$ cat src/rtl/antirrebotes_pkg.sv
// -----------------------------------------------------------------------------
// antirrebotes_pkg
// Shared types and default constants for the multichannel debouncer.
//   estado_t         : per-channel debounce FSM state (2 bits)
//   SYNC_STAGES_DEF  : default synchroniser depth
//   STABLE_TICKS_DEF : default number of ticks a new level must persist
// Optional feature macro used by this design: ANTIRREBOTES_EDGE_EN.
// -----------------------------------------------------------------------------
package antirrebotes_pkg;

    typedef enum logic [1:0] {
        ESTABLE_BAJO = 2'd0,
        VERIF_ALTO   = 2'd1,
        ESTABLE_ALTO = 2'd2,
        VERIF_BAJO   = 2'd3
    } estado_t;

    localparam int unsigned SYNC_STAGES_DEF  = 2;
    localparam int unsigned STABLE_TICKS_DEF = 50000;

endpackage

$ cat src/rtl/antirrebotes_multicanal_if.sv
// -----------------------------------------------------------------------------
// antirrebotes_multicanal_if
// Groups the debouncer data signals.
//   tick         : sample strobe (counters advance only when 1)
//   dato_entrada : raw asynchronous inputs, one bit per channel
//   dato_salida  : debounced levels
//   pulso_subida : one-cycle pulse on each accepted 0->1 change
//   pulso_bajada : one-cycle pulse on each accepted 1->0 change
// Modports: master (stimulus side), slave (debouncer side).
// -----------------------------------------------------------------------------
interface antirrebotes_multicanal_if #(
    parameter int unsigned N_CH = 4
);
    logic            tick;
    logic [N_CH-1:0] dato_entrada;
    logic [N_CH-1:0] dato_salida;
    logic [N_CH-1:0] pulso_subida;
    logic [N_CH-1:0] pulso_bajada;

    modport master (
        output tick,
        output dato_entrada,
        input  dato_salida,
        input  pulso_subida,
        input  pulso_bajada
    );

    modport slave (
        input  tick,
        input  dato_entrada,
        output dato_salida,
        output pulso_subida,
        output pulso_bajada
    );
endinterface

$ cat src/rtl/antirrebotes_canal.sv
// -----------------------------------------------------------------------------
// antirrebotes_canal
// One debounce channel: synchroniser chain, 4-state FSM with stable-time
// counter, and (when ANTIRREBOTES_EDGE_EN is defined) registered edge pulses.
// Ports:
//   clk, reset (sync, active-high)
//   tick          : counter advance strobe
//   dato_entrada  : raw asynchronous input
//   dato_salida   : debounced level (registered)
//   pulso_subida  : one-cycle pulse when dato_salida goes 0->1
//   pulso_bajada  : one-cycle pulse when dato_salida goes 1->0
// Without ANTIRREBOTES_EDGE_EN the pulse outputs are tied to 0.
// -----------------------------------------------------------------------------
module antirrebotes_canal
    import antirrebotes_pkg::*;
#(
    parameter int unsigned SYNC_STAGES  = SYNC_STAGES_DEF,
    parameter int unsigned STABLE_TICKS = STABLE_TICKS_DEF,
    parameter int unsigned CNT_W        = $clog2(STABLE_TICKS + 1)
) (
    input  logic clk,
    input  logic reset,
    input  logic tick,
    input  logic dato_entrada,
    output logic dato_salida,
    output logic pulso_subida,
    output logic pulso_bajada
);

    localparam logic [CNT_W-1:0] CntUlt = CNT_W'(STABLE_TICKS - 1);
    localparam logic [CNT_W-1:0] CntUno = CNT_W'(1);

    logic [SYNC_STAGES-1:0] sync_q, sync_d;
    estado_t                estado_q, estado_d;
    logic [CNT_W-1:0]       cnt_q, cnt_d;
    logic                   salida_q, salida_d;
    logic                   s;

    assign sync_d = {sync_q[SYNC_STAGES-2:0], dato_entrada};
    assign s      = sync_q[SYNC_STAGES-1];

    // cnt holds the number of tick edges already seen with s differing from
    // the accepted level. The edge that leaves a stable state counts as the
    // first one when tick is high, so acceptance lands on the STABLE_TICKS-th
    // qualifying edge after s changes.
    always_comb begin
        estado_d = estado_q;
        cnt_d    = cnt_q;
        salida_d = salida_q;
        unique case (estado_q)
            ESTABLE_BAJO: begin
                cnt_d = '0;
                if (s) begin
                    if (tick && (CntUlt == '0)) begin
                        estado_d = ESTABLE_ALTO;
                        salida_d = 1'b1;
                    end else begin
                        estado_d = VERIF_ALTO;
                        cnt_d    = tick ? CntUno : '0;
                    end
                end
            end
            VERIF_ALTO: begin
                // Glitch reject wins over the tick on the same edge.
                if (!s) begin
                    estado_d = ESTABLE_BAJO;
                    cnt_d    = '0;
                end else if (tick) begin
                    if (cnt_q == CntUlt) begin
                        estado_d = ESTABLE_ALTO;
                        salida_d = 1'b1;
                        cnt_d    = '0;
                    end else begin
                        cnt_d = cnt_q + CntUno;
                    end
                end
            end
            ESTABLE_ALTO: begin
                cnt_d = '0;
                if (!s) begin
                    if (tick && (CntUlt == '0)) begin
                        estado_d = ESTABLE_BAJO;
                        salida_d = 1'b0;
                    end else begin
                        estado_d = VERIF_BAJO;
                        cnt_d    = tick ? CntUno : '0;
                    end
                end
            end
            VERIF_BAJO: begin
                if (s) begin
                    estado_d = ESTABLE_ALTO;
                    cnt_d    = '0;
                end else if (tick) begin
                    if (cnt_q == CntUlt) begin
                        estado_d = ESTABLE_BAJO;
                        salida_d = 1'b0;
                        cnt_d    = '0;
                    end else begin
                        cnt_d = cnt_q + CntUno;
                    end
                end
            end
        endcase
    end

    always_ff @(posedge clk) begin
        if (reset) begin
            sync_q   <= '0;
            estado_q <= ESTABLE_BAJO;
            cnt_q    <= '0;
            salida_q <= 1'b0;
        end else begin
            sync_q   <= sync_d;
            estado_q <= estado_d;
            cnt_q    <= cnt_d;
            salida_q <= salida_d;
        end
    end

    assign dato_salida = salida_q;

`ifdef ANTIRREBOTES_EDGE_EN
    logic subida_q, subida_d;
    logic bajada_q, bajada_d;

    // Pulses are registered alongside salida_q so they line up with the level change.
    always_comb begin
        subida_d = salida_d & ~salida_q;
        bajada_d = ~salida_d & salida_q;
    end

    always_ff @(posedge clk) begin
        if (reset) begin
            subida_q <= 1'b0;
            bajada_q <= 1'b0;
        end else begin
            subida_q <= subida_d;
            bajada_q <= bajada_d;
        end
    end

    assign pulso_subida = subida_q;
    assign pulso_bajada = bajada_q;
`else
    assign pulso_subida = 1'b0;
    assign pulso_bajada = 1'b0;
`endif

endmodule

$ cat src/rtl/antirrebotes_multicanal.sv
// -----------------------------------------------------------------------------
// antirrebotes_multicanal
// N_CH independent debounce channels, one antirrebotes_canal each.
// Ports:
//   clk, reset (sync, active-high)
//   bus (slave modport): tick, dato_entrada in; dato_salida, pulso_subida,
//                        pulso_bajada out (all N_CH wide except tick)
// Edge pulses are built only when ANTIRREBOTES_EDGE_EN is defined; otherwise
// the pulse buses read constant 0.
// -----------------------------------------------------------------------------
module antirrebotes_multicanal
    import antirrebotes_pkg::*;
#(
    parameter int unsigned N_CH         = 4,
    parameter int unsigned SYNC_STAGES  = SYNC_STAGES_DEF,
    parameter int unsigned STABLE_TICKS = STABLE_TICKS_DEF,
    parameter int unsigned CNT_W        = $clog2(STABLE_TICKS + 1)
) (
    input  logic                      clk,
    input  logic                      reset,
    antirrebotes_multicanal_if.slave  bus
);

    logic [N_CH-1:0] salida;
    logic [N_CH-1:0] subida;
    logic [N_CH-1:0] bajada;

    for (genvar i = 0; i < N_CH; i++) begin : g_canal
        antirrebotes_canal #(
            .SYNC_STAGES  (SYNC_STAGES),
            .STABLE_TICKS (STABLE_TICKS),
            .CNT_W        (CNT_W)
        ) u_canal (
            .clk          (clk),
            .reset        (reset),
            .tick         (bus.tick),
            .dato_entrada (bus.dato_entrada[i]),
            .dato_salida  (salida[i]),
            .pulso_subida (subida[i]),
            .pulso_bajada (bajada[i])
        );
    end

    assign bus.dato_salida  = salida;
    assign bus.pulso_subida = subida;
    assign bus.pulso_bajada = bajada;

endmodule

$ cat src/flat_wrapper.sv
// flat-port wrapper written by rule: the top's interface ports become plain ports
module antirrebotes_multicanal_flat import antirrebotes_pkg::*;
#(
    parameter int unsigned N_CH         = 4,
    parameter int unsigned SYNC_STAGES  = SYNC_STAGES_DEF,
    parameter int unsigned STABLE_TICKS = STABLE_TICKS_DEF,
    parameter int unsigned CNT_W        = $clog2(STABLE_TICKS + 1)
)
  (clk, reset, bus_tick, bus_dato_entrada, bus_dato_salida, bus_pulso_subida, bus_pulso_bajada);
  antirrebotes_multicanal_if #(.N_CH(N_CH)) bus_i ();
  input  logic clk;
  input  logic reset;
  input wire logic [$bits(bus_i.tick)-1:0] bus_tick;
  input wire logic [$bits(bus_i.dato_entrada)-1:0] bus_dato_entrada;
  output wire logic [$bits(bus_i.dato_salida)-1:0] bus_dato_salida;
  output wire logic [$bits(bus_i.pulso_subida)-1:0] bus_pulso_subida;
  output wire logic [$bits(bus_i.pulso_bajada)-1:0] bus_pulso_bajada;
  assign bus_i.tick = bus_tick;
  assign bus_i.dato_entrada = bus_dato_entrada;
  assign bus_dato_salida = bus_i.dato_salida;
  assign bus_pulso_subida = bus_i.pulso_subida;
  assign bus_pulso_bajada = bus_i.pulso_bajada;
  antirrebotes_multicanal #(.N_CH(N_CH), .SYNC_STAGES(SYNC_STAGES), .STABLE_TICKS(STABLE_TICKS), .CNT_W(CNT_W)) u_core (.clk(clk), .reset(reset), .bus(bus_i));
endmodule
$ cat config.mk
export PLATFORM = sky130hd
export DESIGN_NAME = antirrebotes_multicanal_flat
export DESIGN_NICKNAME = d
export VERILOG_FILES = /design/src/rtl/antirrebotes_pkg.sv /design/src/rtl/antirrebotes_multicanal_if.sv /design/src/rtl/antirrebotes_canal.sv /design/src/rtl/antirrebotes_multicanal.sv /design/src/flat_wrapper.sv
export SDC_FILE = /design/constraint.sdc
export NUM_CORES = 1
export LEC_CHECK = 0
export ABC_AREA = 1
export CORE_MARGIN = 2
export CORE_UTILIZATION = 55
export DETAILED_ROUTE_END_ITERATION = 10
export PLACE_DENSITY_LB_ADDON = 0.05
export SETUP_SLACK_MARGIN = 0.05
export SYNTH_ARGS = -nofsm -noshare
export SYNTH_HDL_FRONTEND = slang
export SYNTH_SLANG_ARGS = --single-unit
$ cat constraint.sdc
create_clock -name clk -period 1.8 [get_ports clk]
set_input_delay 0.18 -clock clk [delete_from_list [all_inputs] [get_ports clk]]
set_output_delay 0.18 -clock clk [all_outputs]
set_load 0.005 [all_outputs]
==> metrics.md <==
| Metric | Value |
|---|---|
| Worst flop-to-flop path startpoint | `u_core.g_canal[1].u_canal.cnt_q[1]` |
| Reg area | `0.00168 sq mm` |
| Final net count | `676` |
| Worst r2r dst | `u_core.g_canal[1].u_canal.cnt_q[6]` |
| Post-DP HPWL | `6310 um` |
| Starting density of the core | `56.8%` |
| Design Area, Final | `0.00498 sq mm` |
| Port Buffer Count | `10` |
| Most frequent cells in the layout | `nand2_1 (117), nor2_1 (114), dfxtp_1 (82)` |
| First-pass GRT wire length | `15100 um` |
| Worst Path Arrival | `1.81 ns` |
| CTS tree | `yes` |
| Hold buffer count at CTS | `0` |
| Max Freq | `639 MHz` |
| Clock transition at the registers of the reported paths | `0.08 ns` |
| Critical path type | `flip-flop to flip-flop` |
| Skew-Pair Late Insertion Delay | `0.35 ns` |
| Critical path capture point type | `flip-flop` |
| Peak supply drop | `0.504 mV` |
| Synth Area in Simple Gates | `39.8%` |
| Reg2reg path depth | `9` |
| # DRC | `0` |
| Worst Hold Path EP | `u_core.g_canal[1].u_canal.sync_q[0]` |
| Mux contribution to synthesized area | `0%` |
| Global Route Usage Sum | `21.0%` |
| Clk sinks | `84` |
| HP Start | `bus_dato_entrada[1]` |
| YS warnings | `0` |
| Placer Congestion | `0.821` |
| DRT Pass-1 Iters | `5` |
| Xor/xnor cell area share of the yosys netlist | `3.41%` |
| Critical Path RT | `2.04 ns` |
| Largest family of logic cells by synthesized area | `simple AND/OR/NAND/NOR gates` |
| Synth Area in Compound Gates | `6.42%` |
| Die X | `93.1 um` |
| Critical Path Source Type | `flip-flop` |
| Status | `finished, final reports clean` |
| Final clock skew | `0.0134 ns` |
| Vias in the first global route | `3480` |
| Post-synthesis cell count | `625` |
| Power density cells | `770 mW/mm^2` |
| Avg WL per Cell | `11.0 um` |
| Async set-or-reset flop fraction in the synthesized netlist | `0%` |
| Ys flop type | `dfxtp_1` |
| CTS H-Tree Depth | `3` |
| Vias | `3869` |
| Netlist cell types | `47` |
| Post-CTS Setup Bufs | `0` |
| Final core occ | `64.8%` |
| Worst slack at placement | `-0.0234 ns` |
| Post-Synth Adder-Cell Area | `1.15%` |
| Synthesized cell area | `0.00436 sq mm` |
| # fillers | `702` |
| CP max FO | `6` |
| Area growth, synth to finish | `14.2%` |
| CTS root buf | `clkbuf_8` |
| Antenna violations before repair | `0` |
| Buffer depth of the longest clock path | `2` |
| Vias per cell | `5.01` |
| Final period util | `86.9%` |
| Commonest non-fill, non-tap cell in the layout | `nand2_1` |
| Max cap viols | `0` |
| N_diodes | `0` |
| Gr ovfl total | `0` |
| Total Negative Setup Slacks | `0 ns` |
| Die area | `0.00866 sq mm` |
| Fin worst setup slack | `0.235 ns` |
| Hold WC Path Type | `primary input to flip-flop` |
| Area of the multi-input gates | `0.00226 sq mm` |
| Die Ht | `93.1 um` |
| Final Hold Fails | `0` |
| Slew Limit Fails | `0` |
| Routed wire length | `8510 um` |
| R2R setup slack | `0.24 ns` |
| Number of flops mapped to enable cells by yosys | `0` |
| Synthesized flop and latch total | `84` |
| Rows | `32` |
| Final Critical Period | `1.56 ns` |
| Mean post-synth cell area | `6.98 sq um` |
| Layout cells sized above 1 | `13.1%` |
| Starting DRT DRC Count | `175` |
| WHS Path Cells | `3` |
| Setup violators final | `0` |
| Core Box Area | `0.00769 sq mm` |
| Post-CTS Resized | `0` |
| Post-place instance area | `0.00473 sq mm` |
| Sequential fraction of the synthesis area | `38.5%` |
| RSZ-0062 raised after global routing | `no` |
| Routed Antenna Nets | `0` |
| Io pins | `19` |
| Num CTS Buffers | `9` |
| LEAKAGE | `1.88 nW` |
| Largest net degree at the start of global routing | `19` |
==> layout make-up <==
type                            count  share of cell area [%]
Timing Repair Buffer               46                    7.44
Clock inverter                      5                    1.66
Multi-Input combinational cell    443                    45.3
Tap cell                          102                    2.56
Inverter                           81                    6.15
Clock buffer                       11                    3.04
Sequential cell                    84                    33.8
==> stage by stage <==
stage	hold WS, ns	power (mW)	cells
finish	0.343	3.83	772
global route	0.363	4.01	772
CTS	0.332	3.87	772
detailed placement	0.394	2.31	756
global placement	0.391	2.30	756
floorplan	0.287	2.22	632
==> flip-flops by register name, indices dropped and copies added (netlist names), named ones only <==
signal	cells
u_core.g_canal.u_canal.estado_q	4
u_core.g_canal.u_canal.dato_salida	4
u_core.g_canal.u_canal.sync_q	8
u_core.g_canal.u_canal.cnt_q	64
==> cells in the mapped netlist (2+ instances only) <==
library cell	number	area share, %
a21oi_1	29	3.3
a31oi_1	2	0.29
and3_1	3	0.43
buf_2	4	0.46
buf_4	14	2.4
clkbuf_1	4	0.34
dfxtp_1	84	39
ha_1	4	1.1
inv_1	80	6.9
nand2_1	117	10
nand2_2	6	0.86
nand3_1	34	3.9
nand3_2	2	0.46
nand3b_1	3	0.52
nand4_1	16	2.3
nor2_1	114	9.8
nor2_2	4	0.57
nor2_4	4	1.0
nor3_1	35	4.0
nor3_2	4	0.92
nor3b_1	8	1.4
nor4_1	3	0.43
o211a_1	2	0.46
o211ai_1	2	0.34
o21ai_0	7	0.80
o21bai_1	2	0.34
or2_2	3	0.43
xnor2_1	2	0.40
xor2_1	15	3.0
==> critical path, cell delays in order, from the launching register on <==
cell and delay [ns]:
dfxtp_1 0.36, ha_1 0.20, nand2_1 0.13, nor3_1 0.19
nand3_1 0.12, nand2_1 0.10, inv_1 0.07, nand2_1 0.08
buf_4 0.15, nor3_1 0.05
==> logic make-up (layout without fill, tap and decap cells) <==
kind of cell             Yosys count  count (layout)
AND/OR/NAND/NOR                  365             365
flip-flops                        84              84
AO/OA/AOI/OAI                     49              49
adder cells (fa/ha/maj)            4               4
XOR/XNOR                          17              17
buffers and inverters            105             143
other                              1               8
==> layer usage <==
metal  track usage (%)  share of wire (%)  wire length [um]  up-vias
li1                  -                  -                 -     2065
met1              29.0                 51              4330     1733
met2              33.3                 45              3800       61
met3              3.38                3.4               289       10
met4              7.72                1.1                91        0
met5                 0                  0                 0        -
==> report_power, final <==
| part | internal (mW) | leakage, nW | total (mW) | switching, mW |
|---|---|---|---|---|
| combinational | 0.135 | 1.09 | 0.331 | 0.195 |
| sequential | 1.90 | 0.680 | 1.94 | 0.0446 |
| clock | 0.863 | 0.120 | 1.56 | 0.696 |
==> worst max-delay path by stage <==
stage,startpoint,endpoint,slack (ns),cells after the start
finish,u_core.g_canal[1].u_canal.cnt_q[1],u_core.g_canal[1].u_canal.cnt_q[6],0.24,9
global route,u_core.g_canal[0].u_canal.cnt_q[1],flip-flop,0.07,12
CTS,u_core.g_canal[0].u_canal.cnt_q[1],u_core.g_canal[0].u_canal.cnt_q[8],0.12,9
detailed placement,bus_tick,u_core.g_canal[1].u_canal.cnt_q[15],-0.02,9
global placement,bus_tick,u_core.g_canal[0].u_canal.cnt_q[7],0.02,8
floorplan,u_core.g_canal[0].u_canal.cnt_q[0],u_core.g_canal[0].u_canal.cnt_q[6],0.24,9
Power figures use the tool's default switching activity.
